<file path="src/rtl/rv32i_rf_pkg.sv">
// Shared constants and command-state encoding for the RV32I register file access path.
package rv32i_rf_pkg;

  localparam int REG_DATA_W = 32;
  localparam int ADDR_WIDTH = 5;
  localparam int REG_NUMBER = 32;

  typedef enum logic [1:0] {
    IDLE  = 2'd0,
    WRITE = 2'd1,
    READ  = 2'd2
  } rfc_state_e;

endpackage

</file>
<file path="src/rtl/regfile_access_ctrl_if.sv">
// Request/response and regfile-side signals of the register file access controller.
interface regfile_access_ctrl_if;
  import rv32i_rf_pkg::*;

  logic                  wb_valid;
  logic                  wb_ready;
  logic [ADDR_WIDTH-1:0] wb_rd;
  logic [REG_DATA_W-1:0] wb_data;

  logic                  rd_req_valid;
  logic                  rd_req_ready;
  logic [ADDR_WIDTH-1:0] rd_rs1;
  logic [ADDR_WIDTH-1:0] rd_rs2;

  logic                  rd_rsp_valid;
  logic                  rd_rsp_ready;
  logic [REG_DATA_W-1:0] rd_rsp_a;
  logic [REG_DATA_W-1:0] rd_rsp_b;

  logic                  rf_cs;
  logic                  wr_en;
  logic [ADDR_WIDTH-1:0] rw_dec;
  logic [ADDR_WIDTH-1:0] ra_dec;
  logic [ADDR_WIDTH-1:0] rb_dec;
  logic [REG_DATA_W-1:0] w_data_in;
  logic [REG_DATA_W-1:0] rf_qa;
  logic [REG_DATA_W-1:0] rf_qb;

  modport slave (
    input  wb_valid, wb_rd, wb_data,
    input  rd_req_valid, rd_rs1, rd_rs2,
    input  rd_rsp_ready,
    input  rf_qa, rf_qb,
    output wb_ready, rd_req_ready,
    output rd_rsp_valid, rd_rsp_a, rd_rsp_b,
    output rf_cs, wr_en, rw_dec, ra_dec, rb_dec, w_data_in
  );

  modport master (
    output wb_valid, wb_rd, wb_data,
    output rd_req_valid, rd_rs1, rd_rs2,
    output rd_rsp_ready,
    output rf_qa, rf_qb,
    input  wb_ready, rd_req_ready,
    input  rd_rsp_valid, rd_rsp_a, rd_rsp_b,
    input  rf_cs, wr_en, rw_dec, ra_dec, rb_dec, w_data_in
  );

endinterface

</file>
<file path="src/rtl/rf_rsp_slot.sv">
// One-entry valid/ready holding register for the two operand values of a read response.
module rf_rsp_slot
  import rv32i_rf_pkg::*;
(
  input  logic                  rf_clk,
  input  logic                  rf_ares_n,
  input  logic                  load,
  input  logic [REG_DATA_W-1:0] load_a,
  input  logic [REG_DATA_W-1:0] load_b,
  input  logic                  take,
  output logic                  vld_p2,
  output logic [REG_DATA_W-1:0] a_p2,
  output logic [REG_DATA_W-1:0] b_p2
);

  // Stage 2: response held until the consumer takes it
  always_ff @(posedge rf_clk or negedge rf_ares_n) begin
    if (!rf_ares_n) begin
      vld_p2 <= 1'b0;
      a_p2   <= '0;
      b_p2   <= '0;
    end else if (load) begin
      vld_p2 <= 1'b1;
      a_p2   <= load_a;
      b_p2   <= load_b;
    end else if (take) begin
      vld_p2 <= 1'b0;
      a_p2   <= '0;
      b_p2   <= '0;
    end
  end

endmodule

</file>
<file path="src/rtl/regfile_access_ctrl.sv">
// Serialises writeback and operand-read requests into single-cycle regfile commands.
// Optional RFC_X0_SKIP_EN: drop x0 writes without a regfile cycle and force x0 reads to zero.
module regfile_access_ctrl
  import rv32i_rf_pkg::*;
(
  input logic                  rf_clk,
  input logic                  rf_ares_n,
  regfile_access_ctrl_if.slave bus
);

  rfc_state_e            state_q;
  rfc_state_e            state_d;
  logic                  last_wr_q;
  logic                  last_wr_d;
  logic                  rd_ok;
  logic                  rd_win;
  logic                  wr_acc;
  logic                  wr_skip;
  logic [ADDR_WIDTH-1:0] rw_dec_d;
  logic [ADDR_WIDTH-1:0] ra_dec_d;
  logic [ADDR_WIDTH-1:0] rb_dec_d;
  logic [REG_DATA_W-1:0] w_data_d;
  logic                  rsp_load;
  logic [REG_DATA_W-1:0] load_a;
  logic [REG_DATA_W-1:0] load_b;
  logic                  rsp_vld;
  logic [REG_DATA_W-1:0] rsp_a;
  logic [REG_DATA_W-1:0] rsp_b;

  // Reads yield to a pending write only when the previous issue was a read, so the two alternate
  always_comb begin
    rd_ok  = (state_q != READ) && (!rsp_vld || bus.rd_rsp_ready);
    rd_win = rf_ares_n && bus.rd_req_valid && rd_ok && (last_wr_q || !bus.wb_valid);
    wr_acc = rf_ares_n && bus.wb_valid && !rd_win;
`ifdef RFC_X0_SKIP_EN
    wr_skip = wr_acc && (bus.wb_rd == '0);
`else
    wr_skip = 1'b0;
`endif
  end

  assign bus.rd_req_ready = rd_win;
  assign bus.wb_ready     = rf_ares_n && !rd_win;

  always_comb begin
    state_d   = IDLE;
    last_wr_d = last_wr_q;
    rw_dec_d  = '0;
    ra_dec_d  = '0;
    rb_dec_d  = '0;
    w_data_d  = '0;
    if (rd_win) begin
      state_d   = READ;
      last_wr_d = 1'b0;
      ra_dec_d  = bus.rd_rs1;
      rb_dec_d  = bus.rd_rs2;
    end else if (wr_acc && !wr_skip) begin
      state_d   = WRITE;
      last_wr_d = 1'b1;
      rw_dec_d  = bus.wb_rd;
      w_data_d  = bus.wb_data;
    end
  end

  // Stage 1: command presented to the regfile
  always_ff @(posedge rf_clk or negedge rf_ares_n) begin
    if (!rf_ares_n) begin
      state_q       <= IDLE;
      last_wr_q     <= 1'b0;
      bus.rf_cs     <= 1'b0;
      bus.wr_en     <= 1'b0;
      bus.rw_dec    <= '0;
      bus.ra_dec    <= '0;
      bus.rb_dec    <= '0;
      bus.w_data_in <= '0;
    end else begin
      state_q       <= state_d;
      last_wr_q     <= last_wr_d;
      bus.rf_cs     <= (state_d != IDLE);
      bus.wr_en     <= (state_d == WRITE);
      bus.rw_dec    <= rw_dec_d;
      bus.ra_dec    <= ra_dec_d;
      bus.rb_dec    <= rb_dec_d;
      bus.w_data_in <= w_data_d;
    end
  end

  always_comb begin
    rsp_load = (state_q == READ);
`ifdef RFC_X0_SKIP_EN
    load_a = (bus.ra_dec == '0) ? '0 : bus.rf_qa;
    load_b = (bus.rb_dec == '0) ? '0 : bus.rf_qb;
`else
    load_a = bus.rf_qa;
    load_b = bus.rf_qb;
`endif
  end

  rf_rsp_slot u_rsp_slot (
    .rf_clk    (rf_clk),
    .rf_ares_n (rf_ares_n),
    .load      (rsp_load),
    .load_a    (load_a),
    .load_b    (load_b),
    .take      (bus.rd_rsp_ready),
    .vld_p2    (rsp_vld),
    .a_p2      (rsp_a),
    .b_p2      (rsp_b)
  );

  assign bus.rd_rsp_valid = rsp_vld;
  assign bus.rd_rsp_a     = rsp_a;
  assign bus.rd_rsp_b     = rsp_b;

endmodule

</file>
<file path="src/flat_wrapper.sv">
// flat-port wrapper written by rule: the top's interface ports become plain ports
module regfile_access_ctrl_flat import rv32i_rf_pkg::*;
  (rf_clk, rf_ares_n, bus_wb_valid, bus_wb_rd, bus_wb_data, bus_rd_req_valid, bus_rd_rs1, bus_rd_rs2, bus_rd_rsp_ready, bus_rf_qa, bus_rf_qb, bus_wb_ready, bus_rd_req_ready, bus_rd_rsp_valid, bus_rd_rsp_a, bus_rd_rsp_b, bus_rf_cs, bus_wr_en, bus_rw_dec, bus_ra_dec, bus_rb_dec, bus_w_data_in);
  regfile_access_ctrl_if bus_i ();
  input logic rf_clk;
  input logic rf_ares_n;
  input wire logic [$bits(bus_i.wb_valid)-1:0] bus_wb_valid;
  input wire logic [$bits(bus_i.wb_rd)-1:0] bus_wb_rd;
  input wire logic [$bits(bus_i.wb_data)-1:0] bus_wb_data;
  input wire logic [$bits(bus_i.rd_req_valid)-1:0] bus_rd_req_valid;
  input wire logic [$bits(bus_i.rd_rs1)-1:0] bus_rd_rs1;
  input wire logic [$bits(bus_i.rd_rs2)-1:0] bus_rd_rs2;
  input wire logic [$bits(bus_i.rd_rsp_ready)-1:0] bus_rd_rsp_ready;
  input wire logic [$bits(bus_i.rf_qa)-1:0] bus_rf_qa;
  input wire logic [$bits(bus_i.rf_qb)-1:0] bus_rf_qb;
  output wire logic [$bits(bus_i.wb_ready)-1:0] bus_wb_ready;
  output wire logic [$bits(bus_i.rd_req_ready)-1:0] bus_rd_req_ready;
  output wire logic [$bits(bus_i.rd_rsp_valid)-1:0] bus_rd_rsp_valid;
  output wire logic [$bits(bus_i.rd_rsp_a)-1:0] bus_rd_rsp_a;
  output wire logic [$bits(bus_i.rd_rsp_b)-1:0] bus_rd_rsp_b;
  output wire logic [$bits(bus_i.rf_cs)-1:0] bus_rf_cs;
  output wire logic [$bits(bus_i.wr_en)-1:0] bus_wr_en;
  output wire logic [$bits(bus_i.rw_dec)-1:0] bus_rw_dec;
  output wire logic [$bits(bus_i.ra_dec)-1:0] bus_ra_dec;
  output wire logic [$bits(bus_i.rb_dec)-1:0] bus_rb_dec;
  output wire logic [$bits(bus_i.w_data_in)-1:0] bus_w_data_in;
  assign bus_i.wb_valid = bus_wb_valid;
  assign bus_i.wb_rd = bus_wb_rd;
  assign bus_i.wb_data = bus_wb_data;
  assign bus_i.rd_req_valid = bus_rd_req_valid;
  assign bus_i.rd_rs1 = bus_rd_rs1;
  assign bus_i.rd_rs2 = bus_rd_rs2;
  assign bus_i.rd_rsp_ready = bus_rd_rsp_ready;
  assign bus_i.rf_qa = bus_rf_qa;
  assign bus_i.rf_qb = bus_rf_qb;
  assign bus_wb_ready = bus_i.wb_ready;
  assign bus_rd_req_ready = bus_i.rd_req_ready;
  assign bus_rd_rsp_valid = bus_i.rd_rsp_valid;
  assign bus_rd_rsp_a = bus_i.rd_rsp_a;
  assign bus_rd_rsp_b = bus_i.rd_rsp_b;
  assign bus_rf_cs = bus_i.rf_cs;
  assign bus_wr_en = bus_i.wr_en;
  assign bus_rw_dec = bus_i.rw_dec;
  assign bus_ra_dec = bus_i.ra_dec;
  assign bus_rb_dec = bus_i.rb_dec;
  assign bus_w_data_in = bus_i.w_data_in;
  regfile_access_ctrl u_core (.rf_clk(rf_clk), .rf_ares_n(rf_ares_n), .bus(bus_i));
endmodule
</file>
<file path="config.mk">
export PLATFORM = sky130hd
export DESIGN_NAME = regfile_access_ctrl_flat
export DESIGN_NICKNAME = d
export VERILOG_FILES = /design/src/rtl/rv32i_rf_pkg.sv /design/src/rtl/regfile_access_ctrl_if.sv /design/src/rtl/rf_rsp_slot.sv /design/src/rtl/regfile_access_ctrl.sv /design/src/flat_wrapper.sv
export SDC_FILE = /design/constraint.sdc
export NUM_CORES = 1
export LEC_CHECK = 0
export ABC_AREA = 0
export CAP_MARGIN = 20
export CORE_MARGIN = 4
export CORE_UTILIZATION = 39
export CTS_CLUSTER_SIZE = 8
export DETAILED_ROUTE_END_ITERATION = 8
export MAX_ROUTING_LAYER = met4
export PLACE_DENSITY = 0.8
export SKIP_CTS_REPAIR_TIMING = 1
export SLEW_MARGIN = 15
export SYNTH_ARGS = -nofsm -noshare
export SYNTH_HDL_FRONTEND = slang
export SYNTH_SLANG_ARGS = --single-unit
export TNS_END_PERCENT = 10
</file>
<file path="constraint.sdc">
create_clock -name rf_clk -period 1.9 [get_ports rf_clk]
set_input_delay 0.19 -clock rf_clk [delete_from_list [all_inputs] [get_ports rf_clk]]
set_output_delay 0.19 -clock rf_clk [all_outputs]
set_load 0.01 [all_outputs]
</file>
==> metrics.txt, run 1 <==
status=complete, no violations; crit-path cells=nor2b_4 -> or4_4 -> and2_4 -> buf_6; max_cap viols=0; CTS tree=built; Seq cells post-synth=116; Vias=3736; area growth from synthesis to layout=69.76%; initial antenna violation count=0; setup slack at placement=-161.8 ps; number of global-route vias before repair=3909; setup tns final=0 ps; DR pass1 iterations=6; endpoints failing hold=0; H-tree levels=4; CP bufs+invs=1; via-per-instance ratio=4.753; CP arrival=1700 ps; average cell area after synthesis=10.94 µm²; Clk Latency, worst-skew pair=400 ps; Crit. End Element=output port; clk_skew=7.470 ps; area leader, netlist=dfrtp_1; max-slew violations=0; CTS clk-pin slew, worst paths=50 ps; # fillers=808; Total GRT Usage=20.85%; largest net degree at the start of global routing=66; residual DRC count=0; final worst slack=14.64 ps; VDD IR-drop max=585.2 µV; final hold slack=157.1 ps; Yosys warning count=0; delay-heaviest family, CP=simple AND/OR/NAND/NOR gates; first-pass GRT wire length=20130 µm; Final setup viols=0; WP data required=1710 ps; crit-path max FO=3; commonest non-fill, non-tap cell in the layout=clkdlybuf4s50_1; die area=0.01298 mm²; Power Density=927.8 mW/mm²; I/O Pins=232; layout cells sized above 1=8.359%; Final #Nets=749; clock buffer depth=2; Seq/Total Area, Yosys=66.30%; total congestion overflow=0; post-route cell area=0.007432 mm²; Starting Density=40.03%; Slowest cell on crit path=or4_4; fmax=0.5304 GHz; Mapped Cells=400; transition time of the tightest slew-check pin=765.6 ps; Mapped Area=0.004378 mm²; Max stage delay on crit path=530 ps; die width=114.0 µm; Core Area=0.01094 mm²; port bufs=231; die span in y=114.0 µm; most frequent cells in the layout=227 x clkdlybuf4s50_1, 131 x nand2_1, 116 x dfrtp_1; post-DR wirelength/cell=16.52 µm; crit path time final=1885 ps; RD Place Congestion=0.8190; Inserted Diodes=0; row count=38; Relative slew margins=48.96%; unrepaired setup endpoints after global routing=yes; CP Class=reg -> out; Synth cell types=16; post-route ant nets=0; Worst Hold Class=in -> reg; nature of the critical path startpoint=flip-flop; Synth Net Count=516; top-area cell type share of the netlist area=66.30%; Routed Wire Length=12980 µm; largest cells by area after synthesis=dfrtp_1 66%, nand2_1 11%, nand3b_1 11%; Initial DRC Count=338; total CTS buffers=17; P_leak=0.003645 µW; placed cell area=0.006819 mm²; dpl hpwl=9085 µm; root buffer selected by CTS=clkbuf_16; # clock sinks=116; period utilization=99.23%; Power Total=6895 µW
==> stage by stage <==
stage | util, % | cells
floorplan | - | 400
global placement | 62.36 | 753
detailed placement | 62.36 | 753
CTS | 67.81 | 785
global route | 67.96 | 786
finish | 67.96 | 786
==> path summary, 6_finish.rpt <==
check	startpoint	to	slack [ps]	cells past startpoint
min in group asynchronous	rf_ares_n	u_core.bus.w_data_in[11]	500	3
worst max-delay path	u_core.u_rsp_slot.vld_p2	bus_wb_ready	10	4
worst max register to register	u_core.u_rsp_slot.vld_p2	u_core.bus.w_data_in[11]	290	4
worst min register to register	u_core.u_rsp_slot.a_p2[5]	u_core.u_rsp_slot.a_p2[5]	500	2
max in group asynchronous	rf_ares_n	u_core.bus.ra_dec[2]	310	4
worst min-delay path	bus_rd_rsp_ready	u_core.u_rsp_slot.vld_p2	160	3
==> report_power, final <==
part           switching, µW  internal, µW
clock                   1060          2080
combinational            431           602
sequential              79.7          2640
total                   1570          5320
==> tightest hold or removal path, delay by kind of cell <==
family / cells / cell delay [ps]
buf+inv: 1 / 120
simple gates: 2 / 210
==> cell type report <==
cell class,count,area [µm²],area share [%]
clock buffers,22,494.2,6.650
clock inverters,10,102.6,1.380
inverters,1,3.754,0.05051
multi-input cells,253,1353,18.20
flip-flops and latches,116,2903,39.06
well taps,140,175.2,2.357
repair buffers,244,2401,32.31
==> kinds of logic (layout without fill, tap and decap cells) <==
family	Yosys count	in the layout	share of synthesized area (%)
buffers and inverters	31	277	3.086
and+or+nand+nor	253	253	30.61
DFF	116	116	66.30
==> metal layers <==
layer | vias to the layer above | global-route usage (%) | part of all wire, %
met5 | - | - | 0
met4 | 0 | 10.13 | 2.4
met2 | 153 | 33.88 | 51
met1 | 1796 | 23.41 | 40
li1 | 1762 | - | -
met3 | 25 | 6.419 | 7.1
==> synthesized netlist by cell type (all sizes together) <==
library cell	n
and2	12
and3	37
buf	7
clkbuf	23
dfrtp	116
inv	1
nand2	131
nand2b	1
nand3b	64
nor2	3
nor2b	3
or2	1
or4	1
==> sequential cells by signal (all words and copies together), names as in the netlist <==
signal and count:
u_core.bus.ra_dec 5, u_core.bus.rb_dec 5, u_core.bus.rf_cs 1, u_core.bus.rw_dec 5, u_core.bus.w_data_in 32, u_core.last_wr_q 1, u_core.state_q 2, u_core.u_rsp_slot.a_p2 32
u_core.u_rsp_slot.b_p2 32, u_core.u_rsp_slot.vld_p2 1
Power figures use the tool's default switching activity.
==> run 2: changes to the inputs <==
CTS_CLUSTER_DIAMETER = 200   (was not set)
SLEW_MARGIN = not set   (was 15)
==> results of run 2 <==
No change in the layout: final DEF, timing and power equal those of run 1.
